### config.mk
export PLATFORM = sky130hd
export DESIGN_NAME = quad_byte_serializer
export DESIGN_NICKNAME = d
export VERILOG_FILES = /design/src/rtl/quad_byte_serializer.sv
export SDC_FILE = /design/constraint.sdc
export NUM_CORES = 1
export LEC_CHECK = 0
export BUFFER_PORTS_ARGS = -buffer_cell sky130_fd_sc_hd__buf_4
export CAP_MARGIN = 25
export CORE_MARGIN = 3
export CORE_UTILIZATION = 49
export CTS_CLUSTER_DIAMETER = 120
export DETAILED_ROUTE_END_ITERATION = 12
export HOLD_SLACK_MARGIN = 0.02
export PLACE_DENSITY = 0.86
export SYNTH_ARGS = -nofsm -noshare
export SYNTH_HDL_FRONTEND = slang
export SYNTH_SLANG_ARGS = --single-unit
### constraint.sdc
create_clock -name clk -period 1.6 [get_ports clk]
set_clock_uncertainty 0.15 [all_clocks]
set_input_delay 0.32 -clock clk [delete_from_list [all_inputs] [get_ports clk]]
set_output_delay 0.32 -clock clk [all_outputs]
set_load 0.02 [all_outputs]
### src/rtl/quad_byte_serializer.sv
// -----------------------------------------------------------------------------
// quad_byte_serializer
//
// Captures four parallel WIDTH-bit words into a shadow bank on an accepted
// start request and shifts them out one bit per clock as a single frame
// (in1 first, in4 last), with a valid strobe, a start-of-frame marker on the
// first bit and a one-cycle completion pulse.
//
// Parameters:
//   WIDTH     : bits per word, 2..32
//   MSB_FIRST : 1 = each word sent MSB first, 0 = LSB first
//
// Build option:
//   QBS_PARITY_EN : when defined, each word is followed by an even-parity bit
//                   (XOR of the word), sent with sval=1.
//
// Ports:
//   clk             : clock, rising edge
//   rst_n           : asynchronous active-low reset
//   in1..in4        : parallel words, sampled only when start is accepted
//   start           : frame request, honoured only in IDLE
//   busy            : frame in progress (through the done cycle)
//   sdata           : serial data bit (0 whenever sval=0)
//   sval            : sdata valid
//   sof             : first bit of in1
//   done            : one-cycle pulse after the last bit
//
// All outputs are registered decodes of the FSM state and counters, so each
// output trails the state it describes by one clock.
// -----------------------------------------------------------------------------
module quad_byte_serializer #(
  parameter int WIDTH     = 8,
  parameter bit MSB_FIRST = 1'b1
) (
  input  logic             clk,
  input  logic             rst_n,
  input  logic [WIDTH-1:0] in1,
  input  logic [WIDTH-1:0] in2,
  input  logic [WIDTH-1:0] in3,
  input  logic [WIDTH-1:0] in4,
  input  logic             start,
  output logic             busy,
  output logic             sdata,
  output logic             sval,
  output logic             sof,
  output logic             done
);

`ifdef QBS_PARITY_EN
  localparam int PAR_BITS = 1;
`else
  localparam int PAR_BITS = 0;
`endif

  // Bit counter is sized for 0..WIDTH so the parity slot fits when enabled.
  localparam int                BIT_W     = $clog2(WIDTH + 1);
  localparam logic [BIT_W-1:0]  LAST_BIT  = BIT_W'(WIDTH - 1 + PAR_BITS);
  localparam logic [BIT_W-1:0]  LAST_DATA = BIT_W'(WIDTH - 1);

  typedef enum logic [1:0] {
    ST_IDLE  = 2'd0,
    ST_SHIFT = 2'd1,
    ST_DONE  = 2'd2
  } state_t;

  state_t           r_state;
  state_t           w_next_state;

  logic [WIDTH-1:0] r_shadow [4];
  logic [1:0]       r_byte_idx;
  logic [BIT_W-1:0] r_bit_idx;

  logic             r_busy;
  logic             r_sdata;
  logic             r_sval;
  logic             r_sof;
  logic             r_done;

  logic             w_last_bit;
  logic             w_last_byte;
  logic [WIDTH-1:0] w_cur_word;
  logic [BIT_W-1:0] w_sel_idx;
  logic [WIDTH-1:0] w_shifted;
  logic             w_bit;

  logic             w_busy_nx;
  logic             w_sdata_nx;
  logic             w_sval_nx;
  logic             w_sof_nx;
  logic             w_done_nx;

  // ---------------------------------------------------------------------------
  // Bit selection from the shadow word currently being sent
  // ---------------------------------------------------------------------------
  assign w_last_bit  = (r_bit_idx == LAST_BIT);
  assign w_last_byte = (r_byte_idx == 2'd3);
  assign w_cur_word  = r_shadow[r_byte_idx];

  // Shift-and-take-LSB avoids a variable part-select whose index width would
  // not match the word width.
  assign w_sel_idx   = MSB_FIRST ? (LAST_DATA - r_bit_idx) : r_bit_idx;
  assign w_shifted   = w_cur_word >> w_sel_idx;

`ifdef QBS_PARITY_EN
  // The slot after the last data bit carries the even-parity bit.
  assign w_bit = (r_bit_idx == BIT_W'(WIDTH)) ? ^w_cur_word : w_shifted[0];
`else
  assign w_bit = w_shifted[0];
`endif

  // ---------------------------------------------------------------------------
  // FSM: state register
  // ---------------------------------------------------------------------------
  // NOTE: sequential state uses non-blocking assignments so every register
  // samples the pre-edge value of the others, independent of block order.
  always_ff @(posedge clk or negedge rst_n) begin
    if (!rst_n) begin
      r_state <= ST_IDLE;
    end else begin
      r_state <= w_next_state;
    end
  end

  // ---------------------------------------------------------------------------
  // FSM: next-state logic
  // ---------------------------------------------------------------------------
  always_comb begin
    // NOTE: default assignment first so no path leaves the signal unassigned,
    // which would otherwise infer a latch.
    w_next_state = ST_IDLE;
    case (r_state)
      ST_IDLE:  w_next_state = start ? ST_SHIFT : ST_IDLE;
      ST_SHIFT: w_next_state = (w_last_bit && w_last_byte) ? ST_DONE : ST_SHIFT;
      ST_DONE:  w_next_state = ST_IDLE;
      default:  w_next_state = ST_IDLE;
    endcase
  end

  // ---------------------------------------------------------------------------
  // FSM: output decode (registered below)
  // ---------------------------------------------------------------------------
  always_comb begin
    w_busy_nx  = 1'b0;
    w_sdata_nx = 1'b0;
    w_sval_nx  = 1'b0;
    w_sof_nx   = 1'b0;
    w_done_nx  = 1'b0;
    case (r_state)
      ST_IDLE: begin
        // Accepting start raises busy on the very next cycle.
        w_busy_nx = start;
      end
      ST_SHIFT: begin
        w_busy_nx  = 1'b1;
        w_sval_nx  = 1'b1;
        w_sdata_nx = w_bit;
        w_sof_nx   = (r_byte_idx == 2'd0) && (r_bit_idx == '0);
      end
      ST_DONE: begin
        w_busy_nx = 1'b1;
        w_done_nx = 1'b1;
      end
      default: begin
        w_busy_nx = 1'b0;
      end
    endcase
  end

  // ---------------------------------------------------------------------------
  // Shadow bank and bit/byte counters
  // ---------------------------------------------------------------------------
  always_ff @(posedge clk or negedge rst_n) begin
    if (!rst_n) begin
      // NOTE: the shadow bank is cleared on reset so an aborted frame leaves
      // no stale words behind; it is only four words, so the reset is cheap.
      for (int i = 0; i < 4; i++) begin
        r_shadow[i] <= '0;
      end
      r_byte_idx <= '0;
      r_bit_idx  <= '0;
    end else begin
      case (r_state)
        ST_IDLE: begin
          if (start) begin
            r_shadow[0] <= in1;
            r_shadow[1] <= in2;
            r_shadow[2] <= in3;
            r_shadow[3] <= in4;
            r_byte_idx  <= '0;
            r_bit_idx   <= '0;
          end
        end
        ST_SHIFT: begin
          if (w_last_bit) begin
            r_bit_idx  <= '0;
            r_byte_idx <= r_byte_idx + 2'd1;
          end else begin
            r_bit_idx  <= r_bit_idx + BIT_W'(1);
          end
        end
        default: begin
          r_bit_idx  <= r_bit_idx;
          r_byte_idx <= r_byte_idx;
        end
      endcase
    end
  end

  // ---------------------------------------------------------------------------
  // Output registers
  // ---------------------------------------------------------------------------
  always_ff @(posedge clk or negedge rst_n) begin
    if (!rst_n) begin
      r_busy  <= 1'b0;
      r_sdata <= 1'b0;
      r_sval  <= 1'b0;
      r_sof   <= 1'b0;
      r_done  <= 1'b0;
    end else begin
      r_busy  <= w_busy_nx;
      r_sdata <= w_sdata_nx;
      r_sval  <= w_sval_nx;
      r_sof   <= w_sof_nx;
      r_done  <= w_done_nx;
    end
  end

  assign busy  = r_busy;
  assign sdata = r_sdata;
  assign sval  = r_sval;
  assign sof   = r_sof;
  assign done  = r_done;

endmodule

# After elaboration in Yosys (flattened, before gate mapping)

Index checks and enable logic that the tools add are counted.

Output and inout bits: 5
Register bits: 45
Input bits: 35
Word-level logic and storage cells: 51

$add $sub $neg: 3
Reduce and logical (&&, ||, !) cells: 10
Shift-type cells: 1
Order comparisons: 1
Bitwise operators: 1
Muxes and demuxes: 17
Equal/unequal tests: 6

Operators with widths:

| kind                                                                  | number |
|---|---|
| 8-bit binary-select mux with 2-bit select                             | 1 |
| 8-bit two-way mux                                                     | 2 |
| 4-bit two-way mux                                                     | 2 |
| 2-bit one-hot mux with 2 select lines                                 | 2 |
| 4-bit one-hot mux with 2 select lines                                 | 1 |
| 8-bit by 4-bit right shift with 1-bit output                          | 1 |
| 2-bit two-way mux                                                     | 3 |
| 1-bit two-way mux                                                     | 5 |
| 4-bit by 1-bit adder with 4-bit output, second input constant         | 1 |
| 2-bit equality test, second input constant                            | 2 |
| 4-bit by 3-bit equality test with 1-bit output, second input constant | 1 |
| 2-bit zero test                                                       | 2 |
| 4-bit zero test                                                       | 1 |
| 2-bit inequality test, second input constant                          | 2 |
| 2-bit AND reduction                                                   | 2 |
| 3-bit by 4-bit subtractor with 4-bit output, first input constant     | 1 |
| 3-bit >= comparator, second input constant                            | 1 |
| 2-bit inverter with 3-bit output                                      | 1 |
| 3-bit AND reduction                                                   | 1 |
| 2-bit by 1-bit adder with 2-bit output, second input constant         | 1 |
| 2-bit by 1-bit equality test with 1-bit output, second input constant | 1 |
| 1-bit logical AND                                                     | 2 |
| 1-bit one-hot mux with 2 select lines                                 | 1 |
| 2-bit nonzero test                                                    | 1 |
| 2-bit OR reduction                                                    | 1 |

# Longest topological paths before layout

Gate-level depths: netlist of the first run.

Word-level depth: 6
Gate-level depth with buffers: 6
Mapped depth without buffers: 6

# Least setup slack after synthesis of the first run

No wires, ideal clock.

Kind: reg2reg
Start: register r_byte_idx[0]
End: register r_sdata (netlist: sdata)
Library setup time: 0.138 ns
Arrival time: 1.371 ns
Setup slack: -0.059 ns
Stages on the path, launching flop included: 6
Path buffers: 1
Data required time: 1.312 ns
Period minus slack after synthesis: 1.659 ns
Cell sequence: dfrtp_1 -> buf_6 -> mux4_1 -> mux2_2 -> nand2_1 -> a221oi_2

Cells in the longest elaborated chain, start to end: 6

Ends and longest elaborated chain:

| what                                                   | line | RTL |
|---|---|---|
| from (decl)                                            | 70   | `logic [1:0] r_byte_idx;` |
| from (signal assigned)                                 | 196  | `r_byte_idx <= r_byte_idx + 2'd1;` |
| from (signal assigned)                                 | 203  | `r_byte_idx <= r_byte_idx;` |
| 2-bit inverter with 3-bit output (not written as such) | 97   | `assign w_cur_word = r_shadow[r_byte_idx];` |
| 8-bit binary-select mux with 2-bit select              | 97   |  |
| 8-bit two-way mux (not written as such) (2 in a row)   | 97   |  |
| 8-bit by 4-bit right shift with 1-bit output           | 102  | `assign w_shifted = w_cur_word >> w_sel_idx;` |
| 1-bit two-way mux                                      | 148  | `case (r_state)` |
| net w_sdata_nx                                         | 87   | `logic w_sdata_nx;` |
| to (signal assigned)                                   | 221  | `r_sdata <= w_sdata_nx;` |
| to (decl)                                              | 74   | `logic r_sdata;` |

The timed path passes the listed nets, and every way through them passes these cells. The select of a mux whose other input is x is not followed.
A chain may end at the register's enable or synchronous reset.

# Final worst setup path of the first run

Start: register r_byte_idx[1]
End: register r_sdata (netlist: sdata)

Same word-level chain as after synthesis.

==> flow_summary.yaml, run 1 <==
grt:
  antenna_found_initial: 0
  grt_pass1_vias: 1465
  grt_overflow: 0
  grt_usage_pct: 17.58
  use_met1_pct: 22.97
  groute.layer.met2.usage_pct: 28.41
  met3_usage_pct: 4.848
  grt_max_degree: 46
  grt_pass1_wl_mm: 6.934
  gr-max-usage-layer: "met2"
clock_tree:
  cts_root_buffer: "clkbuf_8"
  cts_buffer_depth: 2
  cts_max_level: 2
  clk_latency_ns: 0.30
  clk_pin_slew_worst_paths_ns: 0.08
  cts_tree: "built"
  cts.sinks: 45
  cts-buffers-inserted: 5
floorplanning:
  io_pins: 40
  initial_core_util_pct: 52.11
  die_h_um: 72.16
  die-area_um2: 5206
  rows: 23
  fp.dieW_um: 72.16
  core_um2: 4115
drt:
  wl_mm: 4.284
  detail-route-antenna-nets: 0
  wl_per_cell_um: 16.73
  viasPerCell: 5.555
  dr.pass1.iters: 4
  vias: 1422
  first_iter_violations: 86
  remaining_drc_errors: 0
yosys:
  syn_inst: 151
  synth.avg_cell_area_um2: 14.20
  synth_top_area_cell: "dfrtp_1"
  synth-edff-count: 0
  synth_top_area_share_pct: 52.51
  synth.area.top_cells: "dfrtp_1, mux2_2, mux4_1"
  yosysSeqAreaShare_pct: 52.51
  synth_warnings: 0
  yosys_register_bits: 45
  synth_common_cells: "dfrtp_1, mux2_2, ha_1, nand2_1"
  syn_nets: 194
  yosysUniqueCellTypes: 30
  yosysMostFrequentCell: "dfrtp_1"
  synth_ff_type: "dfrtp_1"
  syn_area_um2: 2145
  ys_async_sr_fraction_pct: 100.0
worst_setup_path:
  worst-r2r-cell-count: 4
  slowest_delay_ns: 0.55
  crit_slowest_cell: "mux4_1"
  timing.rr.end: "sdata"
  critPathCapture: "sdata"
  arrival_ns: 1.71
  crit_type: "reg2reg"
  r2r_slack_ns: -0.09
  path_max_fanout: 3
  cp-startpoint: "r_byte_idx[1]"
  timing.rr.start: "r_byte_idx[1]"
  crit_required_ns: 1.62
  startpoint_type: "flip-flop"
  path_cells: "mux4_1 -> and3_1 -> a31oi_1 -> a221oi_2"
  endpoint_kind: "flip-flop"
layout:
  fin_util_pct: 66.92
  nFillCells: 300
  drive_gt1_share_pct: 55.34
  fin_cells: 256
  n_antenna_cell: 0
  seqCellArea_um2: 1127
  fin_area_um2: 2754
  syn2layout_area_growth_pct: 28.41
  multiInputGateArea_um2: 957.2
  final_nets: 248
placement:
  place_inst: 246
  gp_congestion: 0.8751
  io_buffers: 39
  pre_cts_ws_ns: -0.09082
  dp_hpwl_mm: 2.978
  post_dp_cell_area_um2: 2545
run:
  max_cap_viol_count: 0
sta:
  rsz0062_at_grt: "true"
  period_needed_ns: 1.689
  postLayoutSetupSlackWorst_ns: -0.08943
  fin_crit_sh_pct: 105.6
  setup_viol: 1
  max_freq_mhz: 591.9
  hold_viol_final: 0
  finalMaxSlewViolations: 0
  tightest_slew_ns: 0.5494
  relSlewSlack_pct: 63.37
status:
  status: "complete, but fails checks"
  violations: "setup timing"
hold_path:
  hold_class: "in2reg"
  worstHoldStart: "in4[4]"
pwr:
  ir_drop_mv: 0.9226
  power_density_nw_per_um2: 1819
  finalPower_mw: 5.009
  leakage_nw: 1.288
## routing by layer
metal | vias up | wire (um)
li1 | 653 | -
met4 | 0 | 54
met3 | 5 | 223
met2 | 42 | 2164
met5 | - | 0
met1 | 722 | 1842
## cell usage in the layout (no fill, tap or decap), types with 3 or more instances in the layout
| master | count |
|---|---|
| a22o_1 | 3 |
| buf_4 | 51 |
| clkbuf_8 | 6 |
| dfrtp_1 | 44 |
| ha_1 | 6 |
| mux2_2 | 33 |
| mux2i_1 | 3 |
| mux4_2 | 5 |
| nand2_1 | 7 |
| nand3_1 | 6 |
## what timing repair did
action,in CTS,in global routing
hold buffers,1,0
setup buffers,0,0
endpoints found under the setup margin,35,37
pin swaps,2,3
cloned,1,0
gates resized for setup,5,14
endpoints found under the hold margin,45,0
## final cells by class
class / instances / area share [%]
timing repair buffer: 56 / 16.81
clock buffer: 7 / 3.135
sequential: 45 / 40.94
inverter: 6 / 0.9995
clock inverter: 1 / 1.090
tap: 50 / 2.272
multi-input combinational: 91 / 34.76
## sequential cells by signal (all words and copies together) (netlist names)
register	flops
busy	1
done	1
r_bit_idx	4
r_byte_idx	2
r_shadow	32
r_state	2
sdata	1
sof	1
sval	1
## power breakdown
| group | switching, mW | internal [mW] |
|---|---|---|
| Sequential | 0.334 | 1.67 |
| Clock | 0.379 | 0.509 |
| Combinational | 0.859 | 1.26 |
| Total | 1.57 | 3.44 |
## how the worst min path moves through the flow
stage / end / cells after the start
2_1_floorplan: busy / 0
3_3_place_gp: busy / 1
3_5_place_dp: sval / 1
4_1_cts: r_shadow[4] / 2
5_1_grt: r_shadow[1] / 2
6_report: r_shadow[4] / 2
## through the flow
stage                TNS, ns  hold slack [ns]
floorplan           -0.01318          -0.1256
global placement    -0.05287           0.1959
detailed placement   -0.1639           0.1982
CTS                 -0.09212          0.08961
global route         -0.1916          0.09102
finish              -0.08943          0.09735
## kinds of logic after synthesis
family | share of synthesized area, %
compound gates | 5.426
fa+ha+maj | 4.668
buf+inv | 4.375
flops | 52.51
mux | 27.13
simple gates | 5.893
## worst max-delay path: cells and delay by family, from the launching register on
family | cells | cell delay [ns]
simple gates | 1 | 0.19
flops | 1 | 0.40
mux | 1 | 0.55
compound gates | 2 | 0.28
Power figures use the tool's default switching activity.
==> run 2, diff against run 1 <==
- BUFFER_PORTS_ARGS: -buffer_cell sky130_fd_sc_hd__buf_4 -> -buffer_cell sky130_fd_sc_hd__buf_2
- PLACE_DENSITY: 0.86 -> 0.75
==> run 2 against run 1 <==
  * The flow still finishes with violations (setup timing)
  * Die area unchanged
  * Count of clock-buffer cells in the layout unchanged
  * Clock power decreased by 15%
  * Final cell count increased by 0.78%
  * Register-to-register slack got worse by 0.02 ns
  * Cell area decreased by 4.0%
  * Largest power group unchanged
  * Highest routed layer unchanged
==> flow_summary.yaml, run 2 (synthesis results as in run 1) <==
floorplanning:
  rows: 23
  core_um2: 4115
  io_pins: 40
  initial_core_util_pct: 52.11
  fp.dieW_um: 72.16
  die_h_um: 72.16
  die-area_um2: 5206
worst_setup_path:
  timing.rr.end: "sdata"
  crit_required_ns: 1.62
  path_max_fanout: 4
  timing.rr.start: "r_byte_idx[1]"
  endpoint_kind: "flip-flop"
  r2r_slack_ns: -0.11
  startpoint_type: "flip-flop"
  arrival_ns: 1.73
  worst-r2r-cell-count: 5
  crit_type: "reg2reg"
layout:
  syn2layout_area_growth_pct: 23.22
  largest_register_ffs: 32
  final_nets: 250
  fin_util_pct: 64.21
  largest_register: "r_shadow"
  n_antenna_cell: 0
  final_common_cell: "dfrtp_1"
  multiInputGateArea_um2: 935.9
  drive_gt1_share_pct: 56.73
  layout_common_cells: "dfrtp_1, buf_2, mux2_2"
  reg_top3: "r_shadow (32), r_bit_idx (4)"
  fin_cells: 258
  seqCellArea_um2: 1130
  nFillCells: 320
placement:
  place_inst: 246
  io_buffers: 39
  pre_cts_ws_ns: -0.1648
  dp_hpwl_mm: 3.130
  gp_congestion: 0.7920
sta:
  finalMaxSlewViolations: 0
  max_freq_mhz: 585.6
  postLayoutSetupSlackWorst_ns: -0.1077
  period_needed_ns: 1.708
  rsz0062_at_grt: "true"
  relSlewSlack_pct: 83.76
  tightest_slew_ns: 0.2435
  hold_viol_final: 0
  fin_crit_sh_pct: 106.7
  setup_viol: 1
  tns_ns: -0.1077
clock_tree:
  cts-buffers-inserted: 5
  clk_latency_ns: 0.29
  cts.sinks: 45
  cts_tree: "built"
  cts_max_level: 2
  cts_buffer_depth: 2
  cts_root_buffer: "clkbuf_8"
  clk_pin_slew_worst_paths_ns: 0.08
run:
  max_cap_viol_count: 0
drt:
  wl_mm: 4.401
  first_iter_violations: 85
  detail-route-antenna-nets: 0
  vias: 1432
  remaining_drc_errors: 0
  wl_per_cell_um: 17.06
  dr.pass1.iters: 4
  viasPerCell: 5.550
pwr:
  leakage_nw: 1.252
  ir_drop_mv: 0.7671
  power_density_nw_per_um2: 1826
hold_path:
  worstHoldStart: "in4[3]"
  whs_endpoint: "r_shadow[3]"
  hold-path-cell-count: 2
  hold_class: "in2reg"
grt:
  grt_pass1_vias: 1548
  grt_pass1_wl_mm: 7.245
  grt_usage_pct: 18.42
  antenna_found_initial: 0
  grt_max_degree: 46
  grt_overflow: 0
status:
  violations: "setup timing"
  status: "complete, but fails checks"
run 2: changes by cell type in the layout (fill, tap and decap cells not counted), moves of 2 or more:
| cell | delta |
|---|---|
| dfrtp_1 | -2 |
| dfrtp_2 | +2 |
| buf_4 | -38 |
| inv_4 | -2 |
| buf_2 | +39 |
run 2: metrics by stage:
| stage | power, mW | cell area, um^2 | hold slack (ns) |
|---|---|---|---|
| 6_report | 4.826 | 2643 | 0.1021 |
| 5_1_grt | 5.161 | 2643 | 0.08358 |
| 4_1_cts | 4.778 | 2596 | 0.09435 |
| 3_5_place_dp | 3.961 | 2460 | 0.1658 |
| 3_3_place_gp | 3.831 | 2460 | 0.1607 |
| 2_1_floorplan | 3.403 | 2143 | -0.1256 |
run 2: what timing repair did:
item | CTS | global route
gates cloned | 0 | 1
hold buffers | 1 | 0
pin swaps | 2 | 3
endpoints found under the setup margin | 34 | 37
setup buffers | 1 | 1
resized for setup | 6 | 10
hold endpoints to repair | 45 | 0
run 2: layout make-up:
type | count | area share, %
clock buffer | 7 | 3.646
timing repair buffer | 58 | 14.77
tap | 50 | 2.367
multi-input combinational | 91 | 35.42
inverter | 6 | 0.8523
clock inverter | 1 | 0.1894
sequential | 45 | 42.76
run 2: report_power, final:
group / leakage [nW] / switching (mW) / internal, mW
combinational: 0.665 / 0.839 / 1.21
sequential: 0.533 / 0.354 / 1.67
clock: 0.0542 / 0.365 / 0.390
run 2: layer usage:
layer | vias to the layer above | part of all wire [%] | global-route usage [%]
met5 | - | 0 | 0
met4 | 0 | 1.9 | 7.724
met3 | 8 | 6.2 | 5.540
met2 | 51 | 52 | 31.45
met1 | 718 | 40 | 21.53
li1 | 655 | - | -
run 2: critical path: stages, from the launching register on:
cell and delay [ns]:
dfrtp_2 0.42, buf_6 0.12, mux4_2 0.49, mux2i_1 0.19, o21a_1 0.15, a221oi_2 0.06
run 2: worst max-delay path by stage:
stage | slack [ns] | depth (start not counted) | end | startpoint
after floorplan | -0.01 | 5 | sdata | r_byte_idx[0]
after global placement | -0.08 | 5 | sdata | r_byte_idx[1]
after detailed placement | -0.16 | 5 | sdata | r_byte_idx[1]
after CTS | -0.11 | 5 | sdata | r_byte_idx[1]
after global routing | -0.15 | 5 | sdata | r_byte_idx[1]
final | -0.11 | 5 | sdata | r_byte_idx[1]
